## src/rtl/posit_defines.sv

```systemverilog
// posit_defines: shared widths, encodings and pipeline payload types for
// converting a 19-bit fixed-point quire into a posit<4,0>.
package posit_defines;
   localparam int QW = 19;
   localparam int FB = 4;
   localparam int PW = 4;
   localparam int ES = 0;
   localparam logic [PW-1:0] NAR    = 4'b1000;
   localparam logic [PW-1:0] MAXPOS = 4'b0111;
   localparam logic [PW-1:0] MINPOS = 4'b0001;
   localparam logic [PW-1:0] ZERO   = 4'b0000;

   typedef struct packed {
      logic          sow;
      logic          eow;
      logic          nar;
      logic [QW-1:0] data;
   } word_t;

   typedef struct packed {
      logic          sow;
      logic          eow;
      logic          nar;
      logic          sign;
      logic [QW-1:0] mag;
   } abs_t;

   typedef struct packed {
      logic              sow;
      logic              eow;
      logic              nar;
      logic              sign;
      logic              zero;
      logic signed [5:0] scale;
      logic [1:0]        frac;
      logic              sticky;
   } norm_t;
endpackage

```

## src/rtl/lzc_19.sv

```systemverilog
// lzc_19: leading-zero count of a 19-bit word plus an all-zero flag.
module lzc_19 (
   input  logic [18:0] a,
   output logic [4:0]  cnt,
   output logic        zero
);
   always_comb begin
      cnt = '0;
      for (int i = 0; i < 19; i++) if (a[i]) cnt = 5'(18 - i);
   end

   assign zero = ~|a;
endmodule

```

## src/rtl/quire_to_posit_4_0.sv

```systemverilog
// quire_to_posit_4_0: 3-stage rts/rtr pipeline (abs, normalize, round+encode)
// turning a signed 19-bit quire with 4 fraction bits into a posit<4,0>.
module quire_to_posit_4_0
   import posit_defines::*;
#(
   parameter bit ONLY_EOW = 1'b1
) (
   input  logic          clk,
   input  logic          rst_n,
   input  logic          rts_i,
   output logic          rtr_o,
   input  logic          sow_i,
   input  logic          eow_i,
   input  logic [QW-1:0] data_i,
   input  logic          NaR_i,
   input  logic          rtr_i,
   output logic          rts_o,
   output logic          sow_o,
   output logic          eow_o,
   output logic [PW-1:0] posit_o,
   output logic          NaR_o,
   output logic          zero_o,
   output logic          sign_o
);
   logic              process_en, en1, en2, in_xfer, src_v;
   logic              v1, v2, skid_v;
   word_t             in_word, skid, src;
   abs_t              s1, s1_n;
   norm_t             s2, s2_n;
   logic [4:0]        lz;
   logic              lz_zero;
   logic [QW-1:0]     norm;
   logic signed [5:0] k;
   logic              outer, guard, sticky;
   logic [2:0]        body, pos;
   logic [PW-1:0]     posit_n;

   // a stage may also load when it is empty, so bubbles collapse under stall
   assign process_en = rtr_i | ~rts_o;
   assign en2        = process_en | ~v2;
   assign en1        = en2 | ~v1;
   assign in_xfer    = rts_i & rtr_o;
   assign in_word    = '{sow: sow_i, eow: eow_i, nar: NaR_i, data: data_i};
   assign src        = skid_v ? skid : in_word;
   assign src_v      = (skid_v | in_xfer) & (src.eow | ~ONLY_EOW);

   always_comb begin
      s1_n = '{sow: src.sow, eow: src.eow, nar: src.nar, sign: src.data[QW-1],
               mag: src.data[QW-1] ? -src.data : src.data};
   end

   lzc_19 u_lzc (.a(s1.mag), .cnt(lz), .zero(lz_zero));

   always_comb begin
      norm = s1.mag << lz;
      s2_n = '{sow: s1.sow, eow: s1.eow, nar: s1.nar, sign: s1.sign, zero: lz_zero,
               scale: 6'(QW - 1 - FB) - 6'(lz), frac: norm[QW-2 -: 2],
               sticky: |norm[QW-4:0]};
   end

   // regime k is 110 / 10f / 01f / 001 for k = 1..-2; outer regimes leave no fraction bit
   always_comb begin
      k       = $signed(s2.scale) >>> ES;
      outer   = (k == 6'sd1) || (k == -6'sd2);
      body    = k == 6'sd1 ? 3'b110 : k == 6'sd0 ? {2'b10, s2.frac[1]} :
                k == -6'sd1 ? {2'b01, s2.frac[1]} : 3'b001;
      guard   = outer ? s2.frac[1] : s2.frac[0];
      sticky  = outer ? (s2.frac[0] | s2.sticky) : s2.sticky;
      pos     = k > 6'sd1 ? MAXPOS[2:0] : k < -6'sd2 ? MINPOS[2:0] :
                body + {2'b00, guard & (sticky | body[0])};
      posit_n = s2.nar ? NAR : s2.zero ? ZERO : s2.sign ? -{1'b0, pos} : {1'b0, pos};
   end

   always_ff @(posedge clk or negedge rst_n) begin
      if (!rst_n) begin
         rtr_o   <= 1'b0;
         skid_v  <= 1'b0;
         skid    <= '0;
         v1      <= 1'b0;
         s1      <= '0;
         v2      <= 1'b0;
         s2      <= '0;
         rts_o   <= 1'b0;
         sow_o   <= 1'b0;
         eow_o   <= 1'b0;
         posit_o <= ZERO;
         NaR_o   <= 1'b0;
         zero_o  <= 1'b1;
         sign_o  <= 1'b0;
      end else begin
         rtr_o <= process_en;
         if (in_xfer) skid <= in_word;
         if (en1) begin
            skid_v <= skid_v & in_xfer;
            v1     <= src_v;
            s1     <= s1_n;
         end else if (in_xfer) begin
            skid_v <= 1'b1;
         end
         if (en2) begin
            v2 <= v1;
            s2 <= s2_n;
         end
         if (process_en) begin
            rts_o   <= v2;
            sow_o   <= s2.sow;
            eow_o   <= s2.eow;
            posit_o <= posit_n;
            NaR_o   <= s2.nar;
            zero_o  <= s2.zero & ~s2.nar;
            sign_o  <= posit_n[PW-1];
         end
      end
   end
endmodule

```

## config.mk

```make
export PLATFORM = sky130hd
export DESIGN_NAME = quire_to_posit_4_0
export DESIGN_NICKNAME = d
export VERILOG_FILES = /design/src/rtl/posit_defines.sv /design/src/rtl/lzc_19.sv /design/src/rtl/quire_to_posit_4_0.sv
export SDC_FILE = /design/constraint.sdc
export NUM_CORES = 1
export LEC_CHECK = 0
export ABC_CLOCK_PERIOD_IN_PS = 3300
export CORE_UTILIZATION = 53
export CTS_CLUSTER_DIAMETER = 200
export DETAILED_ROUTE_END_ITERATION = 10
export GPL_ROUTABILITY_DRIVEN = 0
export GPL_TIMING_DRIVEN = 1
export HOLD_SLACK_MARGIN = 0.15
export PLACE_DENSITY = 0.77
export SLEW_MARGIN = 20
export SYNTH_ARGS = -nofsm -noshare
export SYNTH_HDL_FRONTEND = slang
export SYNTH_HIERARCHICAL = 1
export SYNTH_SLANG_ARGS = --single-unit
```

## constraint.sdc

```tcl
create_clock -name clk -period 3.3 [get_ports clk]
set_input_delay 0.66 -clock clk [delete_from_list [all_inputs] [get_ports clk]]
set_output_delay 0.66 -clock clk [all_outputs]
set_load 0.03 [all_outputs]
```

### Word-level counts from Yosys, hierarchy flattened

Cells that the tools add are included.

* flip-flop bits (word level): 73
* output and inout port bits: 11
* logic and storage cells: 92

* $add $sub $neg: 4
* $lt $le $gt $ge: 2
* eq/ne operators: 3
* shift operators: 1
* mux-type cells: 33
* bitwise gates (word level): 15
* reduce and logical (&&, ||, !) cells: 6

Operators with widths (count)
* $mux W5: 19
* $mux W22: 1
* $mux W19: 1
* $neg A19 Y19: 1
* $reduce_or A19 Y1: 1
* $shl A19 B5 Y18: 1
* $reduce_or A16 Y1: 1
* $eq A6 B2 Y1 const B: 2
* $mux W3: 4
* $mux W4: 3
* $eq A6 B1 Y1 const B: 1
* $gt A6 B2 Y1 const B: 1
* $logic_not A6 Y1: 1
* $lt A6 B2 Y1 const B: 1
* $or A1 B1 Y1: 6
* $sub A4 B5 Y6 const A: 1
* $and A1 B1 Y1: 5
* $mux W1: 4
* $neg A3 Y4: 1
* $not A1 Y1: 4
* $add A3 B1 Y3: 1
* $mux W2: 1
* $reduce_bool A2 Y1: 1
* $logic_not A1 Y1: 1
* $logic_or A1 B1 Y1: 1

### Longest topological paths before layout

Gate-level depths: netlist of run 1.

* depth in word-level cells: 21
* depth in mapped cells: 13
* mapped depth without buffers: 13

### Cells and area by module

Netlist of run 1, hierarchy kept.

Modules (own cells, without submodules)
* quire_to_posit_4_0: instances 1, cells an instance 429, area each 4185.3 µm², seq. area each 1803.0 µm²
* lzc_19: instances 1, cells an instance 36, area each 225.2 µm², seq. area each 0.0 µm²

### Least setup slack after synthesis of run 1

No wires, ideal clock.

* path type: reg2reg
* from: register s1[4] (netlist bit)
* to: register s2[1] (netlist bit)
* setup time: 0.126 ns
* arrival: 3.097 ns
* data required time: 3.174 ns
* slack: 0.077 ns
* cell stages (with the launch flop): 10
* path buffers: 1
* cell sequence: dfrtp_1 > or4_1 > a21oi_1 > or4_1 > a2111oi_1 > buf_1 > mux2_2 > o211ai_1 > nand3_1 > o32a_1

* word-level cells in the longest chain between the ends: 16

RTL lines
* start, declared: line quire_to_posit_4_0.sv:28 `abs_t s1, s1_n;`
* start signal, assigned: line quire_to_posit_4_0.sv:96 `s1 <= s1_n;`
* $mux W5 (15 in a row): line lzc_19.sv:9 `for (int i = 0; i < 19; i++) if (a[i]) cnt = 5'(18 - i);`
* via lz[1]: line quire_to_posit_4_0.sv:30 `logic [4:0] lz;`
* $shl A19 B5 Y18: line quire_to_posit_4_0.sv:55 `norm = s1.mag << lz;`
* end signal, assigned: line quire_to_posit_4_0.sv:102 `s2 <= s2_n;`
* end, declared: line quire_to_posit_4_0.sv:29 `norm_t s2, s2_n;`

The timed path passes the listed nets, and every way through them passes these cells.
A chain may end at the register's enable or synchronous reset.

### Final worst setup path of run 1

* from: register s1[7] (netlist bit)
* to: register s2[2] (netlist bit)

* word-level cells in the longest chain between the ends: 13

RTL lines (line)
* $mux W5 (12 in a row): lzc_19.sv:9
* via lz[1]: quire_to_posit_4_0.sv:30
* $shl A19 B5 Y18: quire_to_posit_4_0.sv:55

The timed path passes the listed nets, and every way through them passes these cells.

==> results of run 1 <==
## worst paths after layout
path | from | end | slack (ps) | depth (start not counted)
hold / removal | rst_n | k[5] | 380 | 1
min in group clk | s2[12] | s2[12] | 480 | 2
setup / recovery | s1[7] | s2[2] | 250 | 9
hold reg to reg | s2[12] | s2[12] | 480 | 2
setup reg to reg | s1[7] | s2[2] | 250 | 9
max in group asynchronous | rst_n | skid[6] | 2260 | 2
## power breakdown
group	switching, W	internal [W]
clock	0.000356	0.000506
sequential	0.000134	0.000994
combinational	0.000297	0.000279
## final cells by class
class,count,area (µm²)
Fill cell,616,2770
Multi-Input combinational cell,356,2450
Sequential cell,72,1800
Timing Repair Buffer,44,440
Clock buffer,10,128
Tap cell,102,128
Clock inverter,6,115
Inverter,13,48.8
## registers in the layout, indices dropped and copies added, names as in the netlist, 4 cells and up
register	flops
s1	23
posit_o	4
s2	8
k	6
skid	22
## metrics by stage
stage	hold WS [ps]	total power [W]	std cells
floorplan	364	0.00151	465
global placement	452	0.00169	587
detailed placement	457	0.00171	587
CTS	409	0.00258	603
global route	449	0.00269	603
finish	381	0.00257	603
## layer usage
| layer | wire length [µm] | global-route usage |
|---|---|---|
| met4 | 219 | 0.0859 |
| met5 | 0 | 0 |
| met3 | 344 | 0.0455 |
| met1 | 4480 | 0.325 |
| met2 | 4420 | 0.385 |
## cells in the mapped netlist (3+ instances only)
cell,n
xnor2_1,15
xor2_1,6
buf_2,3
or4_4,3
and2_1,3
mux2i_1,29
o31ai_1,6
o41ai_1,4
ha_1,4
o211ai_1,3
a32oi_1,4
and3_1,3
mux2_2,27
nor2b_1,5
nor3b_1,6
buf_1,3
nor4_1,6
clkbuf_1,15
nand2b_1,6
nor3_1,14
o21ai_1,7
inv_1,13
dfrtp_1,71
nand4_1,3
a31oi_1,4
nand2_1,75
or4_1,3
a21oi_1,16
nand3_1,8
nor2_1,27
o21ai_0,27
## critical path, delay by kind of cell (launching register included)
kind            cells  cell delay [ps]
flops               1              510
buf+inv             1              230
compound gates      5              990
mux                 1              520
simple gates        2              660
## cell families after synthesis
family                   after synthesis  share of synthesized area
adder cells (fa/ha/maj)                5                     0.0136
AO/OA/AOI/OAI                         98                      0.155
flip-flops                            72                      0.409
AND/OR/NAND/NOR                      174                      0.199
buffers and inverters                 37                     0.0366
XOR/XNOR                              21                     0.0417
multiplexers                          58                      0.145
==> impl_metrics.toml, run 1 <==
[status]
status = "finished clean"

[grt]
antenna_found_initial = 0
grt_max_degree = 43
grt_overflow_total = 0
track_usage = 0.240
grt_pass1_wl_um = 16500
grt_pass1_vias = 3472

[setup_path]
crit_path_start_kind = "flip-flop"
critPathRequiredTime_ps = 3520
arrival_ps = 3270
cpMaxStageDelayCell = "mux4_2"
path_cells = "or4_1, a21oi_1, or4_1, a2111oi_2, buf_12, mux4_2, a32oi_1, o2111a_1, a21oi_1"
cp_slowest_stage_delay_ps = 520
critPathKind = "flip-flop to flip-flop"
cp_max_fo = 22
cp-end-kind = "flip-flop"

[die]
dieArea_um2 = 8690
die_w_um = 93.2
pin_count = 37
die_h_um = 93.2
rows = 32
core_um2 = 7890
start_util = 0.559

[logic_synthesis]
yosys_warnings = 6
synth_cell_types = 68
syn_area_per_cell_um2 = 9.48
synthCells = 465
postSynth.asyncResetShare = 1.00
synth_largest_area_cell = "dfrtp_1"
ys.flop_type = "dfrtp_1"
yosys.area.top_type_share = 0.403
syn_area_um2 = 4410
synth_edf_count = 0
synth_area_leaders = "dfrtp_1 (40%), mux2_2 (6.9%), mux2i_1 (6.6%)"
synth_seq_cells = 72
ys_seq_area_frac = 0.409
synth_fp_nets = 495

[timing]
clock.fmax_mhz = 328
rsz0062_at_grt = "false"
fin_worst_skew_ps = 10.8
max_slew_margin = 0.330
tightestPinTransition_ps = 1000
fin_crit_sh = 0.923
setup_tns_ps = 0
final_max_slew_viol_count = 0
setup_viol = 0
post-route-worst-setup-slack_ps = 255
hold_violations = 0
layout_min_cycle_time_ps = 3050

[clocking]
cts-resized-gates = 0
cts_buffers = 9
cts-root-buf = "clkbuf_8"
cts_tree = "done"
hold_buffers = 0
cts_buffer_depth = 2
path_clk_slew_ps = 80
cts_setup_buffers = 0
htreeDepth = 3
clk_latency_ps = 360
clock-sinks = 72

[route]
routedWlPerCell_um = 15.7
drcViolationCount = 0
postRouteAntennaNets = 0
via_count = 3630
dr.pass1.iters = 5
via_per_inst = 6.02
wirelength_um = 9460
drtIter0Drc = 321

[cells_and_area]
final_nets = 526
final_util = 0.648
num_antenna_cells = 0
drive_gt1_frac = 0.144
final_cell_mix = "nand2_1 (75), dfrtp_1 (71), clkdlybuf4s50_1 (35), mux2i_1 (29)"
final_common_cell = "nand2_1"
final_area_um2 = 5110
area.growth.synth_to_final_pct = 15.9

[power_and_ir_drop]
power_density_nw_per_um2 = 502
vdd_drop_max_v = 0.000234
p_leak_nw = 2.03

[hold_path]
worst_hold_path_type = "primary input to asynchronous set/reset pin"

[placement]
place.detailed.hpwl_um = 6540
port_buffers = 36
post-place-ws_ps = 306
dpl_cell_area_um2 = 4870

[job]
maxCapViolCount = 0
Note: power is estimated with default switching activity, not from simulation.
==> inputs of run 2 (changes only) <==
--- a/config.mk
+++ b/config.mk
@@ -5,14 +5,15 @@
 export SDC_FILE = /design/constraint.sdc
 export NUM_CORES = 1
 export LEC_CHECK = 0
-export ABC_CLOCK_PERIOD_IN_PS = 3300
-export CORE_UTILIZATION = 53
+export ABC_CLOCK_PERIOD_IN_PS = 3600
+export CORE_MARGIN = 2
+export CORE_UTILIZATION = 63
 export CTS_CLUSTER_DIAMETER = 200
 export DETAILED_ROUTE_END_ITERATION = 10
 export GPL_ROUTABILITY_DRIVEN = 0
 export GPL_TIMING_DRIVEN = 1
 export HOLD_SLACK_MARGIN = 0.15
-export PLACE_DENSITY = 0.77
+export PLACE_DENSITY = 0.86
 export SLEW_MARGIN = 20
 export SYNTH_ARGS = -nofsm -noshare
 export SYNTH_HDL_FRONTEND = slang
==> constraint.sdc (replaced) <==
create_clock -name clk -period 3.6 [get_ports clk]
set_input_delay 0.72 -clock clk [delete_from_list [all_inputs] [get_ports clk]]
set_output_delay 0.72 -clock clk [all_outputs]
set_load 0.03 [all_outputs]
==> run 2 against run 1 <==
  * Non-clock buffer count increased by 1
  * Clock skew is 0.62 ps higher
  * Sequential cell count stayed put
  * Design area is 1.0% lower
  * Die area shrank 12%
  * Global-route usage grew 2.3 points
  * Sequential power fell by 9%
  * Sequential share of layout area is 0.36 points higher
  * Register-to-register slack gained 180 ps
  * Combinational power is 8.5% lower
  * Count of clock-buffer cells in the layout fell by 1
  * First-iteration DRC count is 7.8% lower
  * Critical path type unchanged
  * Largest power group unchanged
  * Highest routed layer unchanged
==> impl_metrics.toml, run 2 (same netlist as run 1, synthesis figures left out) <==
[status]
status = "finished clean"

[route]
wirelength_um = 9260
dr.pass1.iters = 4
via_per_inst = 5.97
via_count = 3570
drtIter0Drc = 296
drcViolationCount = 0
postRouteAntennaNets = 0
routedWlPerCell_um = 15.5

[cells_and_area]
largest_reg_flops = 23
num_antenna_cells = 0
final_common_cell = "nand2_1"
nFillCells = 451
reg_top3 = "s1 x23, skid x22, s2 x8"
final_nets = 527
fin_cells = 598
regArea_um2 = 1800
multi_input_area_um2 = 2450
drive_gt1_frac = 0.147
area.growth.synth_to_final_pct = 14.8
max_flop_register = "s1"
final_cell_mix = "nand2_1 (75), dfrtp_1 (71), clkdlybuf4s50_1 (35), mux2i_1 (29)"

[grt]
grt_pass1_vias = 3460
antenna_found_initial = 0
grt_max_degree = 43
grt_pass1_wl_um = 15800
track_usage = 0.264
grt_overflow_total = 0

[timing]
setup_tns_ps = 0
max_slew_margin = 0.376
tightestPinTransition_ps = 933
rsz0062_at_grt = "false"
fin_crit_sh = 0.879
hold_violations = 0
layout_min_cycle_time_ps = 3160
setup_viol = 0
final_max_slew_viol_count = 0
clock.fmax_mhz = 316
fin_worst_skew_ps = 11.4

[power_and_ir_drop]
p_int_w = 0.00149
p_seq_frac = 0.465
power_density_nw_per_um2 = 439
p_sw_w = 0.000729
p_leak_nw = 2.02
swShare = 0.328
p_comb_frac = 0.237
p_clk_frac = 0.299
vdd_drop_max_v = 0.000283

[setup_path]
critPathBufInv = 1
crit_path_start_kind = "flip-flop"
cp_max_fo = 12
critPathKind = "flip-flop to flip-flop"
cp-end-kind = "flip-flop"
cp_slowest_stage_delay_ps = 600
path_cells = "nor2_1, a21oi_1, or4_1, a2111oi_2, buf_4, mux2_2, o211ai_1, nand3_1, o32a_1"
reg2reg_slack_ps = 440
critPathRequiredTime_ps = 3840
arrival_ps = 3410
cp_top_family = "compound AO/OA/AOI/OAI gates"
cpMaxStageDelayCell = "a2111oi_2"

[clocking]
cts_tree = "done"
hold_buffers = 0
cts_setup_buffers = 0
clk_latency_ps = 360
cts_buffers = 9
clock-sinks = 72
cts-root-buf = "clkbuf_8"
htreeDepth = 3
cts_buffer_depth = 2
path_clk_slew_ps = 90
cts-resized-gates = 0

[placement]
place.detailed.hpwl_um = 6510
dp_cells = 582
port_buffers = 36

[hold_path]
worst_hold_path_type = "primary input to asynchronous set/reset pin"

[die]
die_w_um = 87.7
rows = 30
core_um2 = 6790
dieArea_um2 = 7690
die_h_um = 87.7
start_util = 0.649
pin_count = 37

[job]
maxCapViolCount = 0
==> run 2: worst register-to-register path: stages, from the launching register on <==
cell,delay (ps)
dfrtp_1,460
nor2_1,160
a21oi_1,90
or4_1,510
a2111oi_2,600
buf_4,300
mux2_2,370
o211ai_1,160
nand3_1,100
o32a_1,300
==> run 2: per-stage QoR <==
stage / util / worst slack [ps] / cell area (µm²) / total power (W) / hold slack (ps)
global placement: 0.715 / 554 / 4860 / 0.00154 / 451
detailed placement: 0.715 / 492 / 4860 / 0.00157 / 456
CTS: 0.745 / 459 / 5060 / 0.00223 / 471
finish: 0.745 / 435 / 5060 / 0.00222 / 436
global route: 0.745 / 189 / 5060 / 0.00234 / 504
floorplan: - / 377 / 4410 / 0.00139 / 424
==> run 2: metal layers <==
| metal | wire length (µm) | track usage | up-vias |
|---|---|---|---|
| met5 | 0 | 0 | - |
| met4 | 264 | 0.112 | 0 |
| met3 | 315 | 0.0500 | 24 |
| met2 | 4500 | 0.431 | 77 |
| met1 | 4180 | 0.345 | 1704 |
| li1 | - | - | 1765 |
==> run 2: area by class of cell <==
class | instances | share of cell area
Clock buffer | 9 | 0.0245
Clock inverter | 7 | 0.0158
Sequential cell | 72 | 0.356
Timing Repair Buffer | 45 | 0.0860
Tap cell | 96 | 0.0237
Multi-Input combinational cell | 356 | 0.484
Inverter | 13 | 0.00964
==> run 2: final timing paths <==
kind,to,start,cells after the start
worst min register to register,s2[12],s2[12],2
worst max-delay path,s2[1],s1[2],9
min in group clk,s2[12],s2[12],2
max in group asynchronous,zero_o,rst_n,2
worst max register to register,s2[1],s1[2],9
worst min-delay path,s1[15],rst_n,1
==> run 2: power by group through the flow <==
stage          clock, W  combinational, W  sequential (W)
2_1_floorplan         0          0.000343         0.00104
3_3_place_gp          0          0.000505         0.00103
3_5_place_dp          0          0.000523         0.00104
4_1_cts        0.000670          0.000528         0.00103
5_1_grt        0.000704          0.000583         0.00105
6_report       0.000664          0.000526         0.00103
==> inputs of run 3 (changes only) <==
--- a/config.mk
+++ b/config.mk
@@ -14,7 +14,7 @@
 export GPL_TIMING_DRIVEN = 1
 export HOLD_SLACK_MARGIN = 0.15
 export PLACE_DENSITY = 0.86
-export SLEW_MARGIN = 20
+export SLEW_MARGIN = 15
 export SYNTH_ARGS = -nofsm -noshare
 export SYNTH_HDL_FRONTEND = slang
 export SYNTH_HIERARCHICAL = 1
==> results of run 3 <==
The final DEF is identical to that of run 2; final timing and power are the same.
